$ cat src/rtl/reorder_buffer.sv
// Circular reorder buffer: allocates one entry per issued instruction, captures
// ALU/LSB results, retires in program order and flushes on a mispredicted branch.
module reorder_buffer #(
  parameter int ROB_DEPTH = 16,
  parameter int ROB_IDX_W = 4
) (
  input  logic                 clk_in,
  input  logic                 rst_in,
  input  logic                 rdy_in,

  input  logic                 transmit_from_issue,
  input  logic [4:0]           dest_from_issue,
  input  logic                 is_branch_from_issue,
  output logic [ROB_IDX_W-1:0] tail_to_issue,
  output logic                 full_to_issue,

  input  logic                 valid_from_alu,
  input  logic [ROB_IDX_W-1:0] rob_pos_from_alu,
  input  logic [31:0]          data_from_alu,
  input  logic                 mispredict_from_alu,
  input  logic [31:0]          target_from_alu,

  input  logic                 valid_from_lsb,
  input  logic [ROB_IDX_W-1:0] rob_pos_from_lsb,
  input  logic [31:0]          data_from_lsb,

  input  logic [ROB_IDX_W-1:0] rs1_pos_from_issue,
  input  logic [ROB_IDX_W-1:0] rs2_pos_from_issue,
  output logic                 rs1_rdy_to_issue,
  output logic                 rs2_rdy_to_issue,
  output logic [31:0]          rs1_data_to_issue,
  output logic [31:0]          rs2_data_to_issue,

  output logic                 write_to_regfile,
  output logic [4:0]           addr_to_regfile,
  output logic [ROB_IDX_W-1:0] rob_pos_to_regfile,
  output logic [31:0]          data_to_regfile,

  output logic                 flush_to_all,
  output logic [31:0]          pc_to_if
);

  localparam logic [ROB_IDX_W:0]   CNT_ONE  = (ROB_IDX_W+1)'(1);
  localparam logic [ROB_IDX_W:0]   CNT_FULL = (ROB_IDX_W+1)'(ROB_DEPTH);
  localparam logic [ROB_IDX_W-1:0] IDX_ONE  = ROB_IDX_W'(1);

  logic [ROB_IDX_W-1:0] head;
  logic [ROB_IDX_W-1:0] tail;
  logic [ROB_IDX_W:0]   count;

  logic [ROB_DEPTH-1:0] ent_valid;
  logic [ROB_DEPTH-1:0] ent_ready;
  logic [ROB_DEPTH-1:0] ent_branch;
  logic [ROB_DEPTH-1:0] ent_mispredict;
  logic [4:0]           ent_dest   [ROB_DEPTH];
  logic [31:0]          ent_data   [ROB_DEPTH];
  logic [31:0]          ent_target [ROB_DEPTH];

  logic full;
  logic do_alloc;
  logic do_commit;
  logic do_flush;

  assign full          = (count == CNT_FULL);
  assign full_to_issue = full;
  assign tail_to_issue = tail;

  assign do_alloc  = transmit_from_issue && !full;
  assign do_commit = ent_valid[head] && ent_ready[head];
  assign do_flush  = do_commit && ent_branch[head] && ent_mispredict[head];

  // Pointers, occupancy flags and the registered commit/flush outputs.
  always_ff @(posedge clk_in) begin
    if (rst_in) begin
      head               <= '0;
      tail               <= '0;
      count              <= '0;
      ent_valid          <= '0;
      ent_ready          <= '0;
      write_to_regfile   <= 1'b0;
      addr_to_regfile    <= '0;
      rob_pos_to_regfile <= '0;
      data_to_regfile    <= '0;
      flush_to_all       <= 1'b0;
      pc_to_if           <= '0;
    end else if (rdy_in) begin
      write_to_regfile <= 1'b0;
      flush_to_all     <= 1'b0;

      if (do_commit) begin
        write_to_regfile   <= (ent_dest[head] != 5'd0);
        addr_to_regfile    <= ent_dest[head];
        rob_pos_to_regfile <= head;
        data_to_regfile    <= ent_data[head];
      end

      if (do_flush) begin
        // Same-cycle allocations and writebacks are dropped with the flush.
        flush_to_all <= 1'b1;
        pc_to_if     <= ent_target[head];
        head         <= '0;
        tail         <= '0;
        count        <= '0;
        ent_valid    <= '0;
        ent_ready    <= '0;
      end else begin
        if (do_commit) begin
          ent_valid[head] <= 1'b0;
          head            <= head + IDX_ONE;
        end

        if (valid_from_alu) ent_ready[rob_pos_from_alu] <= 1'b1;
        if (valid_from_lsb) ent_ready[rob_pos_from_lsb] <= 1'b1;

        if (do_alloc) begin
          ent_valid[tail] <= 1'b1;
          ent_ready[tail] <= 1'b0;
          tail            <= tail + IDX_ONE;
        end

        if (do_alloc && !do_commit)      count <= count + CNT_ONE;
        else if (!do_alloc && do_commit) count <= count - CNT_ONE;
      end
    end
  end

  // Payload storage: validity is tracked above, so no reset is needed here.
  always_ff @(posedge clk_in) begin
    if (!rst_in && rdy_in && !do_flush) begin
      if (do_alloc) begin
        ent_dest[tail]       <= dest_from_issue;
        ent_branch[tail]     <= is_branch_from_issue;
        ent_mispredict[tail] <= 1'b0;
      end
      if (valid_from_alu) begin
        ent_data[rob_pos_from_alu]       <= data_from_alu;
        ent_mispredict[rob_pos_from_alu] <= mispredict_from_alu;
        ent_target[rob_pos_from_alu]     <= target_from_alu;
      end
      if (valid_from_lsb) begin
        ent_data[rob_pos_from_lsb] <= data_from_lsb;
      end
    end
  end

  // Operand lookup with same-cycle bypass: ALU bus, then LSB bus, then storage.
  function automatic logic [32:0] lookup(input logic [ROB_IDX_W-1:0] pos,
                                         input logic                 stored_rdy,
                                         input logic [31:0]          stored_data);
    logic [32:0] res;
    res = '0;
    if (valid_from_alu && rob_pos_from_alu == pos)      res = {1'b1, data_from_alu};
    else if (valid_from_lsb && rob_pos_from_lsb == pos) res = {1'b1, data_from_lsb};
    else if (stored_rdy)                                res = {1'b1, stored_data};
    return res;
  endfunction

  always_comb begin
    logic [32:0] r1;
    logic [32:0] r2;
    r1 = lookup(rs1_pos_from_issue, ent_ready[rs1_pos_from_issue], ent_data[rs1_pos_from_issue]);
    r2 = lookup(rs2_pos_from_issue, ent_ready[rs2_pos_from_issue], ent_data[rs2_pos_from_issue]);
    rs1_rdy_to_issue  = r1[32];
    rs1_data_to_issue = r1[31:0];
    rs2_rdy_to_issue  = r2[32];
    rs2_data_to_issue = r2[31:0];
  end

endmodule
$ cat config.mk
export PLATFORM = sky130hd
export DESIGN_NAME = reorder_buffer
export DESIGN_NICKNAME = d
export VERILOG_FILES = /design/src/rtl/reorder_buffer.sv
export SDC_FILE = /design/constraint.sdc
export NUM_CORES = 2
export LEC_CHECK = 0
export ABC_AREA = 1
export BUFFER_PORTS_ARGS = -buffer_cell sky130_fd_sc_hd__buf_4
export CAP_MARGIN = 10
export CORE_ASPECT_RATIO = 1.25
export CORE_MARGIN = 2
export CORE_UTILIZATION = 30
export CTS_BUF_LIST = sky130_fd_sc_hd__clkbuf_8
export CTS_CLUSTER_SIZE = 40
export DETAILED_ROUTE_END_ITERATION = 16
export PLACE_DENSITY_LB_ADDON = 0.12
export SLEW_MARGIN = 20
export SYNTH_ARGS = -nofsm -noshare
export SYNTH_HDL_FRONTEND = slang
export SYNTH_SLANG_ARGS = --single-unit
$ cat constraint.sdc
create_clock -name clk_in -period 4.8 [get_ports clk_in]
set_clock_uncertainty 0.05 [all_clocks]
set_input_delay 0.48 -clock clk_in [delete_from_list [all_inputs] [get_ports clk_in]]
set_output_delay 0.48 -clock clk_in [all_outputs]
set_load 0.01 [all_outputs]
==> metrics.txt <==
run status complete, no violations; drt wl/cell ~26 µm; first-pass GRT wire length ~400 mm; Reg-to-Reg Start head[0]$_SDFFE_PP0P_; CTS tree yes; min Tclk post-route 4.29 ns; footprint of the multi-input gates about 0.025 mm²; Fillers roughly 23000; reg2reg setup slack roughly 0.7 ns; RR Endpoint ent_data[1][24]$_DFFE_PP_; DRC 0; IO Pins around 270; synth top area cells edfxtp_1 52%, o21ai_0 13%, nand2_1 5.4%, a21oi_1 5.0%, nor2_1 4.5%; total congestion overflow 0; GRT Total Usage around a quarter; Clock Tree Buf Depth 4; hold crit path type in -> reg; Vias/cell 5.53; Reg clk slew, reported paths approximately 0.060 ns; Yosys top cell by area edfxtp_1; Post-Route Setup TNS 0 ns; Slew Limit Fails 0; CP Data Required Time approximately 4.3 ns; CP Class reg -> out; hold path depth 3; CP peak stage delay 0.62 ns; chip width around 420 µm; count leader, synth o21ai_0; Reg area around 0.037 mm²; max_cap viols 0; Initial Util 30.2%; leak pwr between 20 and 30 nW; sequential-to-total area share from yosys stat a little under three fifths; dpl cell area 0.0704 mm²; synthesis-stage register bit count around 1300; min-delay src data_from_lsb[14]; syn_nets between 7000 and 8000; Synth warnings 0; antenna violations before repair 12; Hold Crit Endpoint ent_data[11][14]$_DFFE_PP_; arrival time worst endpoint ~3.8 ns; clock root cell clkbuf_8; routed wire length 279 mm; DRT iter0 DRCs around 6300; total chip power between 20 and 25 mW; number of cells on the worst reg-to-reg path 17; Final Util between 30 and 40%; ys flop type edfxtp_1; DIE HEIGHT 529 µm; via count 58500; RSZ-0062 raised after global routing no; area of the die 0.224 mm²; Inserted Clock Buffers 227; Yosys top cell area share between 50% and 60%; actual slew at the worst max-slew pin ~1.1 ns; Critical Path Source Type flop; Peak VDD IR roughly 220 µV; Setup Buffers After CTS 0; Place WS roughly 0.84 ns; final worst path period share around nine tenths; vias in the first global route 55700; Avg Synthesized Cell Area around 8.9 µm²; most frequent cells after synthesis 1707 x o21ai_0, 1136 x edfxtp_1, 955 x nand2_1; worst-path fanout max 8; CP Cell Sequence inv_1 -> a21oi_1 -> o21ai_0 -> nand3_1 -> nand3_1 -> nand2_1 -> inv_1 -> nor2_4 -> buf_4 -> nand2_1 -> a22oi_1 -> buf_4; ANT nets after route 0; Setup Viol. Count Final 0; Clk Latency, worst-skew pair ~1 ns; Pwr per Cell Area ~320 mW/mm²; largest net degree at the start of global routing between 150 and 200; share of layout cells above drive strength 1 10.2%; Worst setup EP type output port; Syn Inst Count between 7000 and 8000; unique cell type count in the Yosys netlist 44; TritonCTS sink count between 1000 and 1500; Initial DRT Pass Iterations 6; Finished Cell Area roughly 0.076 mm²; Layout area overhead 14.1%; Detailed Place HPWL 161 mm; number of synthesized flops with an enable pin about 1100; Worst slew margin approximately a quarter; achievable clock frequency roughly 230 MHz; Async S/R FF share, synth 0%; CTS H-tree lvls 4; WP buf/inv 4; Setup WS post-layout roughly 0.51 ns; Layout Nets 7606; Cell Area, Synth 0.0662 mm²; port bufs between 200 and 300; core outline area between 0.2 and 0.25 mm²; delay-heaviest family, CP simple AND/OR/NAND/NOR gates; Slowest-stage cell, CP nor2_4; Placement Rows ~190; Final Hold Viols 0; gp weighted congestion between 0.8 and 0.9
[sequential cells by signal, indices dropped and copies added (netlist names), named ones only]
name / flops
addr_to_regfile: 5
count: 5
data_to_regfile: 32
ent_branch: 16
ent_data: 512
ent_dest: 80
ent_mispredict: 16
ent_ready: 16
ent_target: 512
ent_valid: 16
flush_to_all: 1
head: 4
pc_to_if: 32
rob_pos_to_regfile: 4
tail_to_issue: 4
write_to_regfile: 1
[layout by cell type (no fill, tap or decap), types with 64 or more instances in the layout]
cell,synthesis,layout
a21oi_1,663,649
a22o_1,82,82
a22oi_1,64,64
buf_4,25,364
clkbuf_8,0,246
dfxtp_1,124,122
dlygate4sd3_1,0,75
edfxtp_1,1136,1136
inv_1,347,415
nand2_1,955,950
nand3_1,148,148
nor2_1,801,779
o21ai_0,1707,1705
o21ai_1,322,322
o22ai_1,263,263
[worst min-delay path: cells and delay by family]
kind,cells,cell delay (ns)
compound gates,1,0.20
buf+inv,2,0.33
[final cells by class]
class / instances / share of cell area (%)
clock buffers: 244 / 4.44
well taps: 2910 / 4.82
diodes: 7 / 0.0232
clock inverters: 167 / 1.33
inverters: 355 / 1.82
multi-input cells: 5149 / 33.5
repair buffers: 475 / 5.59
flip-flops and latches: 1260 / 48.4
[report_power, final]
group	switching, mW	leakage [nW]	internal [mW]
sequential	0.0353	11.2	12.0
combinational	1.55	13.8	0.659
clock	4.90	2.53	5.31
[cell families after synthesis]
logic type / after synthesis / synth area share (%)
compound gates: 3197 / 25.7
xor+xnor: 8 / 0.106
fa+ha+maj: 13 / 0.257
buf+inv: 1060 / 7.07
flops: 1260 / 55.3
simple gates: 1931 / 11.5
[through the flow]
| stage | hold WS (ns) | std cells |
|---|---|---|
| 3_3_place_gp | 0.399 | 10100 |
| 4_1_cts | 0.00658 | 10600 |
| 6_report | 0.101 | 10600 |
| 3_5_place_dp | 0.416 | 10100 |
| 5_1_grt | 0.101 | 10600 |
| 2_1_floorplan | 0.389 | 7469 |
[worst max-delay path by stage]
stage | from | endpoint | depth (start not counted)
6_report | ent_ready[13]$_SDFFE_PP0P_ | rs2_data_to_issue[6] | 12
5_1_grt | ent_ready[13]$_SDFFE_PP0P_ | rs2_data_to_issue[6] | 12
4_1_cts | ent_ready[1]$_SDFFE_PP0P_ | rs2_data_to_issue[6] | 12
3_5_place_dp | head[0]$_SDFFE_PP0P_ | ent_data[1][24]$_DFFE_PP_ | 17
3_3_place_gp | head[0]$_SDFFE_PP0P_ | ent_data[1][25]$_DFFE_PP_ | 17
2_1_floorplan | head[0]$_SDFFE_PP0P_ | ent_data[0][0]$_DFFE_PP_ | 14
[metal layers]
metal  part of all wire [%]  wire, µm  track usage, %
met1                     41    113000            30.2
met3                    6.7     18600            3.11
met2                     48    134000            40.8
met4                    4.5     12700            10.6
met5                  0.023        63               0
[repair_timing]
item                                   in CTS  in global routing
hold buffers                               75                  0
gates resized for setup                     0                  0
setup endpoints to repair                   0                  0
endpoints found under the hold margin    1140                  0
(Power assumes the default switching activity.)
